`config.mk`:
```
export PLATFORM = sky130hd
export DESIGN_NAME = uart_tx_cfg_flat
export DESIGN_NICKNAME = d
export VERILOG_FILES = /design/src/rtl/uart_tx_cfg_if.sv /design/src/rtl/uart_tx_cfg.sv /design/src/flat_wrapper.sv
export SDC_FILE = /design/constraint.sdc
export NUM_CORES = 1
export LEC_CHECK = 0
export CAP_MARGIN = 10
export CORE_MARGIN = 1.5
export CORE_UTILIZATION = 60
export CTS_BUF_LIST = sky130_fd_sc_hd__clkbuf_8
export CTS_CLUSTER_DIAMETER = 200
export DETAILED_ROUTE_END_ITERATION = 7
export GPL_ROUTABILITY_DRIVEN = 0
export PLACE_DENSITY_LB_ADDON = 0.05
export SLEW_MARGIN = 40
export SYNTH_ARGS = -nofsm -noshare
export SYNTH_HDL_FRONTEND = slang
export SYNTH_SLANG_ARGS = --single-unit
```
`constraint.sdc`:
```
create_clock -name clock_i -period 6.6 [get_ports clock_i]
set_input_delay 1.32 -clock clock_i [delete_from_list [all_inputs] [get_ports clock_i]]
set_output_delay 1.32 -clock clock_i [all_outputs]
set_load 0.05 [all_outputs]
```
`src/rtl/uart_tx_cfg_if.sv`:
```
// FIFO pull port between the TX FIFO (slave) and the UART transmitter (master).
// The transmitter samples `in` on the same edge that it raises `get`.
interface uart_tx_cfg_if #(
  parameter int unsigned WIDTH = 8
);
  logic [WIDTH-1:0] in;
  logic             get;
  logic             empty;

  modport master (
    output get,
    input  in,
    input  empty
  );

  modport slave (
    input  get,
    output in,
    output empty
  );
endinterface

```
`src/rtl/uart_tx_cfg.sv`:
```
// Configurable UART transmitter: pulls words from a FIFO and serialises them LSB first with
// run-time baud divisor, parity mode, stop-bit count, CTS gating and line break.
module uart_tx_cfg #(
  parameter int unsigned WIDTH    = 8,
  parameter int unsigned DIV_BITS = 16
) (
  input  logic                clock_i,
  input  logic                reset_i,
  uart_tx_cfg_if.master       fifo,
  input  logic                cts_i,
  input  logic [DIV_BITS-1:0] div_i,
  input  logic [1:0]          parity_i,
  input  logic                stop2_i,
  input  logic                brk_i,
  output logic                tx_o,
  output logic                busy_o
);

  if ((WIDTH < 5) || (WIDTH > 9)) begin : g_width_check
    $error("uart_tx_cfg: WIDTH must be within 5..9");
  end

  localparam logic [3:0]          LastBit = 4'(WIDTH - 1);
  localparam logic [DIV_BITS-1:0] CntOne  = DIV_BITS'(1);

  typedef enum logic [2:0] {
    StIdle,
    StStart,
    StData,
    StPar,
    StStop,
    StBreak,
    StMark
  } state_e;

  state_e              state_q;
  logic [DIV_BITS-1:0] div_q;
  logic [DIV_BITS-1:0] cnt_q;
  logic [WIDTH-1:0]    shift_q;
  logic [3:0]          bit_q;
  logic                par_en_q;
  logic                par_bit_q;
  logic                stop2_q;
  logic                tx_q;
  logic                cts_meta_q;
  logic                cts_s_q;
  logic                get;
  logic                bit_end;

  // Parity bit for a frame; mark mode (and the unused 00 case) yields 1.
  function automatic logic parity_bit(input logic [1:0] mode, input logic [WIDTH-1:0] d);
    logic p;
    case (mode)
      2'b01:   p = ^d;
      2'b10:   p = ~^d;
      default: p = 1'b1;
    endcase
    return p;
  endfunction

  // Two-flop synchroniser for the asynchronous active-low clear-to-send pin.
  always_ff @(posedge clock_i) begin
    cts_meta_q <= cts_i;
    cts_s_q    <= cts_meta_q;
  end

  // Pop only from idle; break request wins, and reset suppresses the strobe outright.
  assign get      = ~reset_i & (state_q == StIdle) & ~brk_i & ~cts_s_q & ~fifo.empty;
  assign fifo.get = get;

  // The baud counter counts down from div; zero marks the last clock of the current bit.
  assign bit_end = (cnt_q == '0);

  // Frame sequencer: every field is registered, config is frozen at the pop edge.
  always_ff @(posedge clock_i) begin
    if (reset_i) begin
      state_q   <= StIdle;
      tx_q      <= 1'b1;
      cnt_q     <= '0;
      bit_q     <= '0;
      div_q     <= '0;
      shift_q   <= '0;
      par_en_q  <= 1'b0;
      par_bit_q <= 1'b0;
      stop2_q   <= 1'b0;
    end else begin
      unique case (state_q)
        StIdle: begin
          tx_q <= 1'b1;
          if (brk_i) begin
            state_q <= StBreak;
            tx_q    <= 1'b0;
            div_q   <= div_i;
            cnt_q   <= div_i;
          end else if (get) begin
            state_q   <= StStart;
            tx_q      <= 1'b0;
            div_q     <= div_i;
            cnt_q     <= div_i;
            shift_q   <= fifo.in;
            par_en_q  <= (parity_i != 2'b00);
            par_bit_q <= parity_bit(parity_i, fifo.in);
            stop2_q   <= stop2_i;
            bit_q     <= '0;
          end
        end

        StStart: begin
          if (bit_end) begin
            state_q <= StData;
            cnt_q   <= div_q;
            tx_q    <= shift_q[0];
            bit_q   <= '0;
          end else begin
            cnt_q <= cnt_q - CntOne;
          end
        end

        StData: begin
          if (bit_end) begin
            cnt_q <= div_q;
            if (bit_q == LastBit) begin
              bit_q <= '0;
              if (par_en_q) begin
                state_q <= StPar;
                tx_q    <= par_bit_q;
              end else begin
                state_q <= StStop;
                tx_q    <= 1'b1;
              end
            end else begin
              // shift_q[0] is the bit now on the line, so [1] is the next one out.
              shift_q <= shift_q >> 1;
              tx_q    <= shift_q[1];
              bit_q   <= bit_q + 4'd1;
            end
          end else begin
            cnt_q <= cnt_q - CntOne;
          end
        end

        StPar: begin
          if (bit_end) begin
            state_q <= StStop;
            cnt_q   <= div_q;
            tx_q    <= 1'b1;
            bit_q   <= '0;
          end else begin
            cnt_q <= cnt_q - CntOne;
          end
        end

        StStop: begin
          tx_q <= 1'b1;
          if (bit_end) begin
            if (stop2_q && (bit_q == 4'd0)) begin
              bit_q <= 4'd1;
              cnt_q <= div_q;
            end else begin
              state_q <= StIdle;
            end
          end else begin
            cnt_q <= cnt_q - CntOne;
          end
        end

        StBreak: begin
          // Counter parks at zero once the minimum break period is served.
          if (!bit_end) begin
            cnt_q <= cnt_q - CntOne;
            tx_q  <= 1'b0;
          end else if (!brk_i) begin
            state_q <= StMark;
            cnt_q   <= div_q;
            tx_q    <= 1'b1;
          end else begin
            tx_q <= 1'b0;
          end
        end

        StMark: begin
          tx_q <= 1'b1;
          if (bit_end) begin
            state_q <= StIdle;
          end else begin
            cnt_q <= cnt_q - CntOne;
          end
        end

        default: begin
          state_q <= StIdle;
          tx_q    <= 1'b1;
        end
      endcase
    end
  end

  assign tx_o   = tx_q;
  assign busy_o = (state_q != StIdle);

endmodule

```
`src/flat_wrapper.sv`:
```
// flat-port wrapper written by rule: the top's interface ports become plain ports
module uart_tx_cfg_flat 
#(
  parameter int unsigned WIDTH    = 8,
  parameter int unsigned DIV_BITS = 16
)
  (clock_i, reset_i, cts_i, div_i, parity_i, stop2_i, brk_i, tx_o, busy_o, fifo_get, fifo_in, fifo_empty);
  uart_tx_cfg_if #(.WIDTH(WIDTH)) fifo_i ();
  input  logic clock_i;
  input  logic reset_i;
  input  logic cts_i;
  input  logic [DIV_BITS-1:0] div_i;
  input  logic [1:0] parity_i;
  input  logic stop2_i;
  input  logic brk_i;
  output logic tx_o;
  output logic busy_o;
  output wire logic [$bits(fifo_i.get)-1:0] fifo_get;
  input wire logic [$bits(fifo_i.in)-1:0] fifo_in;
  input wire logic [$bits(fifo_i.empty)-1:0] fifo_empty;
  assign fifo_get = fifo_i.get;
  assign fifo_i.in = fifo_in;
  assign fifo_i.empty = fifo_empty;
  uart_tx_cfg #(.WIDTH(WIDTH), .DIV_BITS(DIV_BITS)) u_core (.clock_i(clock_i), .reset_i(reset_i), .fifo(fifo_i), .cts_i(cts_i), .div_i(div_i), .parity_i(parity_i), .stop2_i(stop2_i), .brk_i(brk_i), .tx_o(tx_o), .busy_o(busy_o));
endmodule
```
==> results of run 1 <==
per-layer routing:
layer / vias up / part of all wire (%) / GRT usage [%]
li1: 1580 / - / -
met1: 1469 / 46 / 40.5
met2: 150 / 46 / 46.2
met3: 8 / 7.5 / 5.24
met4: 0 / 0.92 / 10.2
met5: - / 0 / 0
cell families (layout without fill, tap and decap cells):
logic type	count (synthesis)	in the layout	synth area share, %
compound gates	139	139	29.6
xor+xnor	7	7	1.87
fa+ha+maj	6	6	2.29
buf+inv	48	64	7.02
flops	53	53	32.3
mux	11	11	3.39
simple gates	152	152	23.5
power breakdown:
group,switching (uW),leakage [uW],internal [uW]
combinational,576,0.000838,332
clock,107,0.0000519,71.1
sequential,95.1,0.000435,401
through the flow:
stage                     total power (uW)  std cells  setup WS, ns  area (um2)
after floorplan                       1200        416          2.73        3280
after global routing                  1690        502          1.50        3660
final                                 1580        502          1.61        3660
after CTS                             1560        502          1.41        3660
after global placement                1350        494          1.55        3570
after detailed placement              1390        494          1.42        3580
sequential cells by signal, summed over array words and instances, names as in the netlist, 3 cells and up:
| name | cells |
|---|---|
| u_core.cnt_q | 16 |
| u_core.div_q | 16 |
| u_core.shift_q | 8 |
| u_core.bit_q | 4 |
| u_core.state_q | 3 |
worst reg2reg max path: cells and delay by family (launching register included):
kind / cells / cell delay, ns
flip-flops: 1 / 0.73
AND/OR/NAND/NOR: 3 / 1.04
AO/OA/AOI/OAI: 2 / 0.86
buffers and inverters: 2 / 0.66
cell usage after synthesis (4+ instances only):
library cell	instances	share of area, %
nand2b_1	19	3.6
mux2i_1	10	3.1
a21o_1	8	1.8
clkbuf_1	23	2.6
a221oi_1	17	4.5
buf_6	6	2.1
a2111oi_0	6	1.6
a211oi_1	9	2.1
ha_1	6	2.3
a311oi_1	6	1.6
xnor2_1	7	1.9
dfxtp_1	53	32
nand2_1	60	6.9
or4_1	4	0.92
nor3_1	14	2.1
nand3_1	7	1.1
nor2_1	19	2.2
a21oi_1	48	7.3
nor4_1	13	2.5
inv_1	16	1.8
o21ai_0	20	3.1
cell type report:
cell class                 count  area [um2]
multi-input combinational    315        2000
inverter                      17        63.8
clock buffer                   5        68.8
tap                           70        87.6
timing repair buffer          39         375
fill                         442        1540
sequential                    53        1060
clock inverter                 3        11.3
path summary, 6_finish.rpt:
| check | endpoint | slack [ns] |
|---|---|---|
| max | fifo_get | 1.61 |
| min | u_core.cts_s_q$_DFF_P_ | 0.33 |
| max reg2reg | u_core.cnt_q[3]$_SDFFE_PP0P_ | 3.22 |
| min reg2reg | u_core.cts_s_q$_DFF_P_ | 0.33 |
==> flow_metrics.py, run 1 <==
metrics = {
    "status": {
        "outcome": "complete, no violations",
    },
    "detailed_routing": {
        "final_antenna_net_count": 0,
        "vias": 3207,
        "routed_wl_mm": 8.58,
        "drc": 0,
        "dr.first_iter.drc_count": 289,
        "viasPerCell": 6.39,
        "dr.pass1.iters": 5,
        "routedWlPerCell_um": 17.1,
    },
    "clock_network": {
        "cts_buffers": 5,
        "post_cts_buffers": 0,
        "root_buffer": "clkbuf_8",
        "h-tree-depth": 2,
        "clk_path_buf_depth": 2,
        "cts.sinks": 53,
        "clk_pin_slew_ns": 0.09,
        "cts-resized-gates": 0,
        "clk_latency_ns": 0.32,
        "hold_buffers": 0,
        "cts_tree": "done",
    },
    "power": {
        "p_leak_uw": 0.00132,
        "power_density_nw_per_um2": 432,
        "vdd_ir_drop_max_v": 0.000278,
    },
    "logic_synthesis": {
        "synth_warnings": 0,
        "synth_fp_nets": 454,
        "ys_ff_latch": 53,
        "synth_enable_flop_cells": 0,
        "async_flop_share_pct": 0,
        "synth_ff_type": "dfxtp_1",
        "synth_area_per_cell_um2": 7.89,
        "syn_area_um2": 3280,
        "syn_inst": 416,
        "yosysSeqAreaShare_pct": 32.3,
        "synth_cell_types": 57,
    },
    "min_path": {
        "hold_depth": 0,
        "hp-class": "reg -> reg",
        "hold_path_startpoint": "u_core.cts_meta_q$_DFF_P_",
    },
    "critical_path": {
        "crit_type": "in -> out",
        "crit_path_top_delay_cell": "clkdlybuf4s50_1",
        "cp_max_fo": 6,
        "path_depth": 5,
        "crit_required_ns": 5.28,
        "ff2ff_path_depth": 7,
        "crit_top_cell": "clkdlybuf4s50_1",
        "cp-startpoint": "brk_i",
        "max_stage_delay_ns": 0.83,
        "r2r_start": "u_core.state_q[2]$_SDFFE_PP0P_",
        "path_buf_inv": 3,
        "cp-end-kind": "primary output",
        "crit_arrival_ns": 3.67,
        "crit_family": "buffers and inverters",
        "crit_chain": "clkdlybuf4s50_1, nor4_2, nand2_1, inv_1, clkdlybuf4s50_1",
        "start_kind": "input pin",
    },
    "layout": {
        "antennaDiodeCount": 0,
        "fin_util_pct": 70.4,
        "drive_gt1_share_pct": 6.02,
        "layout_common_cells": "nand2_1, dfxtp_1, a21oi_1",
        "areaGrowthSynthToFinish_pct": 11.7,
        "nNetsFinal": 469,
        "layout_commonest_cell": "nand2_1",
    },
    "sta": {
        "hold_viol_final": 0,
        "setup_viol": 0,
        "max_freq_mhz": 200,
        "layout_min_cycle_time_ns": 4.99,
        "hold-worst-slack_ns": 0.334,
        "period_share_pct": 75.7,
        "worst_slew_pin_slew_ns": 0.774,
        "drv_slew": 0,
        "setup_tns_ns": 0,
        "max_slew_margin_pct": 47.7,
        "skew_ns": 0.0114,
        "rsz0062_at_grt": "false",
    },
    "floorplan": {
        "die_w_um": 76.9,
        "core_um2": 5200,
        "num_io_pins": 35,
        "initial_core_util_pct": 63.0,
        "die_y_um": 76.9,
        "die_area_um2": 5920,
        "fp-row-count": 26,
    },
    "job": {
        "cap_violations": 0,
    },
    "global_route": {
        "antenna_found_initial": 0,
        "first_global_vias": 2967,
        "grt_first_pass_wirelength_mm": 14.1,
        "grt_max_degree": 51,
        "gr-total-overflow": 0,
        "track_usage_pct": 29.5,
    },
    "placed_design": {
        "port_buffers": 34,
        "dp_hpwl_mm": 5.71,
    },
}
Note: power is estimated with default switching activity, not from simulation.
==> run 2: changes to the inputs <==
--- a/config.mk
+++ b/config.mk
@@ -7,7 +7,7 @@
 export LEC_CHECK = 0
 export CAP_MARGIN = 10
 export CORE_MARGIN = 1.5
-export CORE_UTILIZATION = 60
+export CORE_UTILIZATION = 59
 export CTS_BUF_LIST = sky130_fd_sc_hd__clkbuf_8
 export CTS_CLUSTER_DIAMETER = 200
 export DETAILED_ROUTE_END_ITERATION = 7
==> constraint.sdc (replaced) <==
create_clock -name clock_i -period 5.15 [get_ports clock_i]
set_input_delay 1.03 -clock clock_i [delete_from_list [all_inputs] [get_ports clock_i]]
set_output_delay 1.03 -clock clock_i [all_outputs]
set_load 0.05 [all_outputs]
==> run 2 against run 1 <==
Compared with the run above:
- clock skew barely moved
- utilization increased by 0.14 points
- clock power increased by 42%
- worst hold slack better by 0.0082 ns
- total power is 29% higher
- cell count rose by 0.60%
- via count is 0.69% higher
- count of clock-buffer cells in the layout increased by 1
- non-clock buffer count is 3 higher
- global-route usage is 0.53 points lower
==> flow_metrics.py, run 2 (synthesis gave the netlist of run 1 again) <==
metrics = {
    "sta": {
        "hold_viol_final": 0,
        "max_freq_mhz": 241,
        "layout_min_cycle_time_ns": 4.16,
        "drv_slew": 0,
        "setup_ws_ns": 0.994,
        "setup_viol": 0,
        "rsz0062_at_grt": "false",
        "worst_slew_pin_slew_ns": 0.735,
        "max_slew_margin_pct": 50.3,
        "setup_tns_ns": 0,
        "period_share_pct": 80.7,
        "skew_ns": 0.0117,
    },
    "global_route": {
        "track_usage_pct": 28.9,
        "first_global_vias": 2887,
        "busiest_layer": "met2",
        "grt_max_degree": 50,
        "gr-total-overflow": 0,
        "antenna_found_initial": 0,
        "grt_first_pass_wirelength_mm": 14.2,
        "use_met1_pct": 42.0,
        "grt_use_met2_pct": 46.0,
        "grt_use_met3_pct": 4.24,
    },
    "power": {
        "power_density_nw_per_um2": 553,
        "vdd_ir_drop_max_v": 0.000334,
        "p_leak_uw": 0.00134,
    },
    "layout": {
        "fillerInstances": 452,
        "top_regs": "u_core.cnt_q: 16 flops, u_core.div_q: 16 flops, u_core.shift_q: 8 flops",
        "areaGrowthSynthToFinish_pct": 12.6,
        "multi_input_area_um2": 1990,
        "layout_common_cells": "nand2_1, dfxtp_1, a21oi_1",
        "drive_gt1_share_pct": 7.13,
        "nNetsFinal": 472,
        "antennaDiodeCount": 0,
        "seqCellArea_um2": 1060,
        "layout_commonest_cell": "nand2_1",
    },
    "clock_network": {
        "clk_pin_slew_ns": 0.10,
        "h-tree-depth": 2,
        "cts-resized-gates": 0,
        "clk_path_buf_depth": 2,
        "cts_tree": "done",
        "cts_buffers": 5,
        "root_buffer": "clkbuf_8",
        "hold_buffers": 0,
        "clk_latency_ns": 0.31,
        "cts.sinks": 53,
        "post_cts_buffers": 0,
    },
    "critical_path": {
        "crit_required_ns": 4.12,
        "cp_max_fo": 6,
        "crit_arrival_ns": 3.13,
        "crit_path_top_delay_cell": "clkdlybuf4s50_1",
        "start_kind": "input pin",
        "crit_chain": "clkdlybuf4s50_1, nor4_1, buf_4, nand2_1, inv_1, clkdlybuf4s50_1",
        "crit_type": "in -> out",
        "crit_top_cell": "clkdlybuf4s50_1",
        "max_stage_delay_ns": 0.82,
        "cp-end-kind": "primary output",
    },
    "detailed_routing": {
        "dr.pass1.iters": 5,
        "final_antenna_net_count": 0,
        "vias": 3229,
        "routed_wl_mm": 8.27,
        "viasPerCell": 6.39,
        "routedWlPerCell_um": 16.4,
        "drc": 0,
        "dr.first_iter.drc_count": 363,
    },
    "placed_design": {
        "dp_hpwl_mm": 5.65,
        "pre_cts_slack_ns": 0.980,
        "port_buffers": 34,
    },
    "status": {
        "outcome": "complete, no violations",
    },
    "floorplan": {
        "initial_core_util_pct": 62.6,
        "fp-row-count": 26,
        "num_io_pins": 35,
        "die_area_um2": 6020,
        "die_w_um": 77.6,
        "die_y_um": 77.6,
        "core_um2": 5240,
    },
    "min_path": {
        "hp-class": "reg -> reg",
    },
    "job": {
        "cap_violations": 0,
    },
}
==> run 2: cell types whose count changed in the layout (fill, tap and decap cells not counted) <==
cell      before  now
inv_1         19   16
buf_4          6    8
buf_2          0    1
clkbuf_8       5    6
clkinv_2       0    1
clkinv_4       0    1
nor4_1        12   13
nor4_2         1    0
==> run 2: path summary, 6_finish.rpt <==
kind / from / end / cells past startpoint / slack, ns
worst max-delay path: brk_i / fifo_get / 6 / 0.99
worst min-delay path: u_core.cts_meta_q$_DFF_P_ / u_core.cts_s_q$_DFF_P_ / 0 / 0.34
worst max register to register: u_core.state_q[2]$_SDFFE_PP0P_ / u_core.cnt_q[15]$_SDFFE_PP0P_ / 7 / 2.14
worst min register to register: u_core.cts_meta_q$_DFF_P_ / u_core.cts_s_q$_DFF_P_ / 0 / 0.34
==> run 2: layer usage <==
metal  vias up  wire (um)
li1       1579          -
met4         0         60
met1      1534       3880
met3         8        508
met5         -          0
met2       108       3830
==> run 2: layout make-up <==
class	instances	share of cell area, %
clock buffer	6	2.24
inverter	17	1.73
tap	70	2.37
timing repair buffer	42	10.7
clock inverter	2	0.373
multi-input combinational	315	53.9
sequential	53	28.7
==> run 2: stage by stage <==
stage	hold slack, ns	utilization [%]	std cells	total power [uW]	instance area (um2)
2_1_floorplan	0.310	-	416	1530	3280
3_3_place_gp	0.312	68.7	497	1740	3600
3_5_place_dp	0.322	68.7	497	1770	3600
4_1_cts	0.346	70.5	505	2020	3690
5_1_grt	0.350	70.5	505	2200	3690
6_report	0.342	70.5	505	2040	3690
==> run 2: worst max-delay path, delay by kind of cell <==
family | cells | cell delay [ns]
buffers and inverters | 4 | 1.68
AND/OR/NAND/NOR | 2 | 0.41
==> run 2: report_power, final <==
| part | switching, uW | internal [uW] | total (uW) |
|---|---|---|---|
| logic | 727 | 429 | 1160 |
| clock network | 143 | 109 | 253 |
| registers | 121 | 514 | 635 |
| total | 991 | 1050 | 2040 |
